### config.mk
export PLATFORM = sky130hd
export DESIGN_NAME = apb_timer_cmd_master_flat
export DESIGN_NICKNAME = d
export VERILOG_FILES = /design/src/rtl/apb_timer_cmd_master_if.sv /design/src/rtl/apb_timer_cmd_master.sv /design/src/flat_wrapper.sv
export SDC_FILE = /design/constraint.sdc
export NUM_CORES = 1
export LEC_CHECK = 0
export ABC_AREA = 1
export CELL_PAD_IN_SITES_DETAIL_PLACEMENT = 1
export CELL_PAD_IN_SITES_GLOBAL_PLACEMENT = 2
export CORE_MARGIN = 2
export CORE_UTILIZATION = 35
export CTS_CLUSTER_DIAMETER = 60
export DETAILED_ROUTE_END_ITERATION = 10
export GPL_ROUTABILITY_DRIVEN = 0
export GPL_TIMING_DRIVEN = 0
export PLACE_DENSITY_LB_ADDON = 0.1
export SYNTH_ARGS = -nofsm -noshare
export SYNTH_HDL_FRONTEND = slang
export SYNTH_SLANG_ARGS = --single-unit
### constraint.sdc
create_clock -name pclk -period 3.85 [get_ports pclk]
set_input_delay 1.155 -clock pclk [delete_from_list [all_inputs] [get_ports pclk]]
set_output_delay 1.155 -clock pclk [all_outputs]
set_load 0.01 [all_outputs]
### src/rtl/apb_timer_cmd_master_if.sv
// Signal bundle for apb_timer_cmd_master: command port, response port
// and the APB requester bus toward the timer slave.
interface apb_timer_cmd_master_if;
    logic        cmd_valid;
    logic        cmd_ready;
    logic        cmd_write;
    logic [9:0]  cmd_addr;
    logic [31:0] cmd_wdata;

    logic        rsp_valid;
    logic        rsp_ready;
    logic [31:0] rsp_rdata;
    logic        rsp_err;
    logic        rsp_timeout;

    logic        psel;
    logic        penable;
    logic        pwrite;
    logic [9:0]  paddr;
    logic [31:0] pwdata;
    logic [31:0] prdata;
    logic        pready;
    logic        pslverr;

    modport master (
        input  cmd_valid, cmd_write, cmd_addr, cmd_wdata,
        input  rsp_ready, prdata, pready, pslverr,
        output cmd_ready, rsp_valid, rsp_rdata, rsp_err, rsp_timeout,
        output psel, penable, pwrite, paddr, pwdata
    );

    modport slave (
        output cmd_valid, cmd_write, cmd_addr, cmd_wdata,
        output rsp_ready, prdata, pready, pslverr,
        input  cmd_ready, rsp_valid, rsp_rdata, rsp_err, rsp_timeout,
        input  psel, penable, pwrite, paddr, pwdata
    );
endinterface

### src/rtl/apb_timer_cmd_master.sv
// APB requester for the timer slave: queues register commands in a FIFO,
// issues them as two-phase APB transfers with a wait-state watchdog.
module apb_timer_cmd_master #(
    parameter int DEPTH   = 4,
    parameter int TIMEOUT = 16
) (
    input  logic                   pclk,
    input  logic                   presetn,
    apb_timer_cmd_master_if.master bus,
    output logic                   busy
);
    localparam int AW = (DEPTH > 1) ? $clog2(DEPTH) : 1;
    localparam int CW = (TIMEOUT > 0) ? $clog2(TIMEOUT + 1) : 1;
    localparam logic [AW:0]   FULL_CNT = (AW + 1)'(DEPTH);
    localparam logic [CW-1:0] TMO      = CW'(TIMEOUT);

    typedef struct packed {
        logic        write;
        logic [9:0]  addr;
        logic [31:0] wdata;
    } cmd_t;

    typedef enum logic [1:0] {
        IDLE,
        SETUP,
        ACCESS
    } state_t;

    cmd_t          mem [DEPTH];
    cmd_t          cmd_in;
    cmd_t          head;
    logic [AW-1:0] wr_ptr;
    logic [AW-1:0] rd_ptr;
    logic [AW:0]   count;
    logic          push;
    logic          pop;
    logic          full;
    logic          empty;

    state_t        state;
    state_t        state_d;
    logic [CW-1:0] wait_cnt;
    logic [CW-1:0] wait_cnt_d;
    logic [CW-1:0] cnt_inc;

    logic          psel_q,      psel_d;
    logic          penable_q,   penable_d;
    logic          pwrite_q,    pwrite_d;
    logic [9:0]    paddr_q,     paddr_d;
    logic [31:0]   pwdata_q,    pwdata_d;
    logic          rsp_valid_q, rsp_valid_d;
    logic [31:0]   rsp_rdata_q, rsp_rdata_d;
    logic          rsp_err_q,   rsp_err_d;
    logic          rsp_tmo_q,   rsp_tmo_d;

    assign cmd_in = {bus.cmd_write, bus.cmd_addr, bus.cmd_wdata};
    assign head   = mem[rd_ptr];
    assign full   = (count == FULL_CNT);
    assign empty  = (count == '0);
    assign push   = bus.cmd_valid && !full;

    assign bus.cmd_ready   = !full;
    assign bus.psel        = psel_q;
    assign bus.penable     = penable_q;
    assign bus.pwrite      = pwrite_q;
    assign bus.paddr       = paddr_q;
    assign bus.pwdata      = pwdata_q;
    assign bus.rsp_valid   = rsp_valid_q;
    assign bus.rsp_rdata   = rsp_rdata_q;
    assign bus.rsp_err     = rsp_err_q;
    assign bus.rsp_timeout = rsp_tmo_q;

    assign busy = !empty || (state != IDLE) || rsp_valid_q;

    // FIFO storage; contents need no reset since occupancy gates reads
    always_ff @(posedge pclk) begin
        if (push) begin
            mem[wr_ptr] <= cmd_in;
        end
    end

    // FIFO pointers and occupancy count
    always_ff @(posedge pclk or negedge presetn) begin
        if (!presetn) begin
            wr_ptr <= '0;
            rd_ptr <= '0;
            count  <= '0;
        end else begin
            if (push) begin
                wr_ptr <= wr_ptr + 1'b1;
            end
            if (pop) begin
                rd_ptr <= rd_ptr + 1'b1;
            end
            if (push && !pop) begin
                count <= count + 1'b1;
            end else if (pop && !push) begin
                count <= count - 1'b1;
            end
        end
    end

    // Transfer FSM next state, APB outputs and response slot
    always_comb begin
        state_d     = state;
        wait_cnt_d  = wait_cnt;
        cnt_inc     = wait_cnt + 1'b1;
        pop         = 1'b0;
        psel_d      = psel_q;
        penable_d   = penable_q;
        pwrite_d    = pwrite_q;
        paddr_d     = paddr_q;
        pwdata_d    = pwdata_q;
        rsp_valid_d = rsp_valid_q && !bus.rsp_ready;
        rsp_rdata_d = rsp_rdata_q;
        rsp_err_d   = rsp_err_q;
        rsp_tmo_d   = rsp_tmo_q;
        unique case (state)
            IDLE: begin
                if (!empty && (!rsp_valid_q || bus.rsp_ready)) begin
                    pop        = 1'b1;
                    state_d    = SETUP;
                    wait_cnt_d = '0;
                    psel_d     = 1'b1;
                    penable_d  = 1'b0;
                    paddr_d    = head.addr;
                    pwrite_d   = head.write;
                    pwdata_d   = head.write ? head.wdata : 32'h0;
                end
            end
            SETUP: begin
                state_d   = ACCESS;
                penable_d = 1'b1;
            end
            ACCESS: begin
                if (bus.pready) begin
                    state_d     = IDLE;
                    psel_d      = 1'b0;
                    penable_d   = 1'b0;
                    rsp_valid_d = 1'b1;
                    rsp_rdata_d = pwrite_q ? 32'h0 : bus.prdata;
                    rsp_err_d   = bus.pslverr;
                    rsp_tmo_d   = 1'b0;
                end else if ((TIMEOUT != 0) && (cnt_inc == TMO)) begin
                    state_d     = IDLE;
                    wait_cnt_d  = cnt_inc;
                    psel_d      = 1'b0;
                    penable_d   = 1'b0;
                    rsp_valid_d = 1'b1;
                    rsp_rdata_d = 32'h0;
                    rsp_err_d   = 1'b1;
                    rsp_tmo_d   = 1'b1;
                end else begin
                    wait_cnt_d = cnt_inc;
                end
            end
            default: begin
                state_d = IDLE;
            end
        endcase
    end

    // State, APB output and response registers
    always_ff @(posedge pclk or negedge presetn) begin
        if (!presetn) begin
            state       <= IDLE;
            wait_cnt    <= '0;
            psel_q      <= 1'b0;
            penable_q   <= 1'b0;
            pwrite_q    <= 1'b0;
            paddr_q     <= '0;
            pwdata_q    <= '0;
            rsp_valid_q <= 1'b0;
            rsp_rdata_q <= '0;
            rsp_err_q   <= 1'b0;
            rsp_tmo_q   <= 1'b0;
        end else begin
            state       <= state_d;
            wait_cnt    <= wait_cnt_d;
            psel_q      <= psel_d;
            penable_q   <= penable_d;
            pwrite_q    <= pwrite_d;
            paddr_q     <= paddr_d;
            pwdata_q    <= pwdata_d;
            rsp_valid_q <= rsp_valid_d;
            rsp_rdata_q <= rsp_rdata_d;
            rsp_err_q   <= rsp_err_d;
            rsp_tmo_q   <= rsp_tmo_d;
        end
    end
endmodule

### src/flat_wrapper.sv
// flat-port wrapper written by rule: the top's interface ports become plain ports
module apb_timer_cmd_master_flat 
#(
    parameter int DEPTH   = 4,
    parameter int TIMEOUT = 16
)
  (pclk, presetn, busy, bus_cmd_valid, bus_cmd_write, bus_cmd_addr, bus_cmd_wdata, bus_rsp_ready, bus_prdata, bus_pready, bus_pslverr, bus_cmd_ready, bus_rsp_valid, bus_rsp_rdata, bus_rsp_err, bus_rsp_timeout, bus_psel, bus_penable, bus_pwrite, bus_paddr, bus_pwdata);
  apb_timer_cmd_master_if bus_i ();
  input  logic pclk;
  input  logic presetn;
  output logic busy;
  input wire logic [$bits(bus_i.cmd_valid)-1:0] bus_cmd_valid;
  input wire logic [$bits(bus_i.cmd_write)-1:0] bus_cmd_write;
  input wire logic [$bits(bus_i.cmd_addr)-1:0] bus_cmd_addr;
  input wire logic [$bits(bus_i.cmd_wdata)-1:0] bus_cmd_wdata;
  input wire logic [$bits(bus_i.rsp_ready)-1:0] bus_rsp_ready;
  input wire logic [$bits(bus_i.prdata)-1:0] bus_prdata;
  input wire logic [$bits(bus_i.pready)-1:0] bus_pready;
  input wire logic [$bits(bus_i.pslverr)-1:0] bus_pslverr;
  output wire logic [$bits(bus_i.cmd_ready)-1:0] bus_cmd_ready;
  output wire logic [$bits(bus_i.rsp_valid)-1:0] bus_rsp_valid;
  output wire logic [$bits(bus_i.rsp_rdata)-1:0] bus_rsp_rdata;
  output wire logic [$bits(bus_i.rsp_err)-1:0] bus_rsp_err;
  output wire logic [$bits(bus_i.rsp_timeout)-1:0] bus_rsp_timeout;
  output wire logic [$bits(bus_i.psel)-1:0] bus_psel;
  output wire logic [$bits(bus_i.penable)-1:0] bus_penable;
  output wire logic [$bits(bus_i.pwrite)-1:0] bus_pwrite;
  output wire logic [$bits(bus_i.paddr)-1:0] bus_paddr;
  output wire logic [$bits(bus_i.pwdata)-1:0] bus_pwdata;
  assign bus_i.cmd_valid = bus_cmd_valid;
  assign bus_i.cmd_write = bus_cmd_write;
  assign bus_i.cmd_addr = bus_cmd_addr;
  assign bus_i.cmd_wdata = bus_cmd_wdata;
  assign bus_i.rsp_ready = bus_rsp_ready;
  assign bus_i.prdata = bus_prdata;
  assign bus_i.pready = bus_pready;
  assign bus_i.pslverr = bus_pslverr;
  assign bus_cmd_ready = bus_i.cmd_ready;
  assign bus_rsp_valid = bus_i.rsp_valid;
  assign bus_rsp_rdata = bus_i.rsp_rdata;
  assign bus_rsp_err = bus_i.rsp_err;
  assign bus_rsp_timeout = bus_i.rsp_timeout;
  assign bus_psel = bus_i.psel;
  assign bus_penable = bus_i.penable;
  assign bus_pwrite = bus_i.pwrite;
  assign bus_paddr = bus_i.paddr;
  assign bus_pwdata = bus_i.pwdata;
  apb_timer_cmd_master #(.DEPTH(DEPTH), .TIMEOUT(TIMEOUT)) u_core (.pclk(pclk), .presetn(presetn), .bus(bus_i), .busy(busy));
endmodule
==> reports/metrics.cfg <==
[detailed_routing]
drtPass1Iterations = 4
detail_route_antenna_nets = 0
routedWlPerCell_um = 18.1
route.detailed.drc = 0
route.detailed.vias_per_inst = 4.81
routed_wl_um = 28600
first_iter_violations = 325
vias = 7579

[clocking]
clk_root_buffer_cell = sky130_fd_sc_hd__clkbuf_16
latest_clock_arrival_within_the_worst_skew_pair_ns = 0.55
htree_num_levels = 1
clock_pin_slew_on_the_worst_setup_and_hold_paths_ns = 0.06
cts_tree = built
post-cts-setup-buffer-count = 0
cts_buffers = 31
max-clock-path-buffers = 3
cts.sinks = 266
cts.hold.buffers_added = 0
ctsResizeCount = 0

[power_and_ir_drop]
pwr-share-seq = 0.373
cellInternalPower_uw = 7190
power.switching_uw = 4100
power_switching_share = 0.363
power.ir.vdd_worst_uv = 452
combinationalPowerShare = 0.382
p_clk_frac = 0.245
power_density_over_cell_area_nw_per_um2 = 796
power_leakage_uw = 0.00584

[layout]
nets = 1242
drive_gt1_frac = 0.138
post_route_core_utilization = 0.462
flow.area_growth_from_synthesis_pct = 29.8

[floorplan]
fp.dieArea_um2 = 32600
floorplan.die.width_um = 181
num_rows = 64
dieHeight_um = 181
placeableCoreArea_um2 = 30700
floorplan.initialDensity = 0.356
num_io_pins = 163

[synth]
dominantRegCellSynth = sky130_fd_sc_hd__edfxtp_1
async_flop_share = 0.353
synth_seq_area_share = 0.688
top_area_cell_type_share_of_the_netlist_area = 0.473
synthesized_instance_count = 953
yosysWarningCount = 0
avgSynthCellArea_um2 = 11.5
synth_edf_count = 172
postSynthRegisterBits = 266
synth_largest_area_cell = sky130_fd_sc_hd__edfxtp_1
yosysUniqueCellTypes = 33
synth_top_cells_by_area = sky130_fd_sc_hd__edfxtp_1 47%, sky130_fd_sc_hd__dfrtp_1 22%, sky130_fd_sc_hd__nand2_1 9.3%
syn_area_um2 = 10900
mappedNetlistNets = 1041
post-synth-top-count-cell = sky130_fd_sc_hd__nand2_1
synth_commonest_cells = 272 x sky130_fd_sc_hd__nand2_1, 172 x sky130_fd_sc_hd__edfxtp_1, 118 x sky130_fd_sc_hd__nand3_1

[worst_setup_path]
ff2ff_path_depth = 11
cp_data_required_time_ns = 4.27
worstPathArrival_ns = 3.45
type_of_destination_of_the_critical_path = flip-flop
criticalPathCategory = input pin to flip-flop
cp_max_fo = 10
critical_path_startpoint_category = input pin

[grt]
grt-ovfl-total = 0
grt_start_max_net_pins = 54
via_count_of_the_first_global_routing_pass = 8180
global_route_usage_sum = 0.177
grt_first_pass_wirelength_um = 45700
antenna_found_initial = 2

[sta]
achievable-frequency_ghz = 0.331
grt_setup_unrepaired = false
period_needed_ns = 3.02
tightest_slew_ns = 0.800
clock_skew_ns = 0.0136
finalSetupViolations = 0
final_max_slew_viol_count = 0
maxSlewHeadroom = 0.466
hold_viol_final = 0
tcrit_tclk_final = 0.786
finalWorstSetupSlack_ns = 0.826

[outcome]
run_status = completed

[job]
max-cap-violations = 0

[hold_path]
hold-path-cell-count = 2
holdCritPathClass = flip-flop to flip-flop

[place]
io_buffers = 162
place_hpwl_um = 18900
pre_cts_ws_ns = 0.161

## cell usage in the layout, fill, tap and decap left out, drive strengths merged, types with 2 or more instances in the layout
cell,netlist,layout
dfrtp,94,94
nand3,138,138
nand2,277,277
a21oi,8,8
o22ai,11,11
ha,6,6
xor2,4,4
o21ai,59,59
clkinv,1,11
or2,2,2
clkdlybuf4s50,0,161
nand4,3,3
edfxtp,172,172
buf,40,47
clkbuf,13,55
nor2,65,65
inv,57,61
## power groups by stage
stage          registers, µW  logic (µW)  clock network (µW)
3_5_place_dp            4270        4420                   0
3_3_place_gp            4300        4250                   0
2_1_floorplan           4400        2280                   0
6_report                4210        4310                2760
5_1_grt                 4290        4830                2970
4_1_cts                 4220        4440                2840
## state kept, by name (all words and copies together), names as in the netlist, 2 cells and up
register and count:
u_core.bus.paddr 10, u_core.mem 172, u_core.state 2, u_core.wr_ptr 2, u_core.count 3, u_core.bus.pwdata 32, u_core.wait_cnt 5, u_core.bus.rsp_rdata 32
u_core.rd_ptr 2
## final cells by class
cell class              instances  area (µm²)
multi-input cells             576        2880
fillers                      3290       16500
well taps                     396         495
clock inverters                16         118
clock buffers                  42         847
inverters                      58         219
plain buffers                  53         338
flip-flops and latches        266        7520
diodes                          1        2.50
repair buffers                168        1760
## path summary, 6_finish.rpt
kind / startpoint / endpoint / slack [ns]
setup / recovery: bus_rsp_ready / u_core.count[2] / 0.83
hold / removal: u_core.bus.pwdata[21] / u_core.bus.pwdata[21] / 0.48
setup reg to reg: u_core.count[1] / u_core.count[2] / 1.32
hold reg to reg: u_core.bus.pwdata[21] / u_core.bus.pwdata[21] / 0.48
max in group asynchronous: presetn / u_core.bus.pwdata[10] / 2.49
min in group asynchronous: presetn / u_core.bus.rsp_rdata[26] / 0.62
## metal layers
layer  track usage  share of wire
met5             0        0.00046
met4        0.0500          0.023
met3        0.0303          0.043
met2         0.299           0.48
met1         0.234           0.45
## cells by family after synthesis
logic type | after synthesis | synth area share
and+or+nand+nor | 485 | 0.198
buffers and inverters | 111 | 0.0510
adders and majority gates | 7 | 0.00871
DFF | 266 | 0.688
muxes | 1 | 0.000917
xor gates and xnor gates | 5 | 0.00401
AOI/OAI and AO/OA | 78 | 0.0487
## through the flow
step	power, µW	instances	hold WS [ns]	setup TNS [ns]	instance area, µm²
2_1_floorplan	6680	953	0.498	0	10900
3_3_place_gp	8550	1511	0.467	-583.25	13000
3_5_place_dp	8690	1517	0.469	0	13200
4_1_cts	11500	1575	0.485	0	14200
5_1_grt	12100	1576	0.502	0	14200
6_report	11300	1576	0.479	0	14200
## critical path: stages
cell                              delay [ns]
sky130_fd_sc_hd__clkdlybuf4s50_1        0.40
sky130_fd_sc_hd__inv_1                  0.05
sky130_fd_sc_hd__nand2_1                0.07
sky130_fd_sc_hd__nand3_2                0.15
sky130_fd_sc_hd__buf_4                  0.24
sky130_fd_sc_hd__buf_2                  0.28
sky130_fd_sc_hd__ha_1                   0.18
sky130_fd_sc_hd__inv_1                  0.07
sky130_fd_sc_hd__fa_1                   0.43
sky130_fd_sc_hd__a21oi_1                0.15
sky130_fd_sc_hd__o21ai_0                0.12
sky130_fd_sc_hd__xor2_1                 0.15
Power figures use the tool's default switching activity.
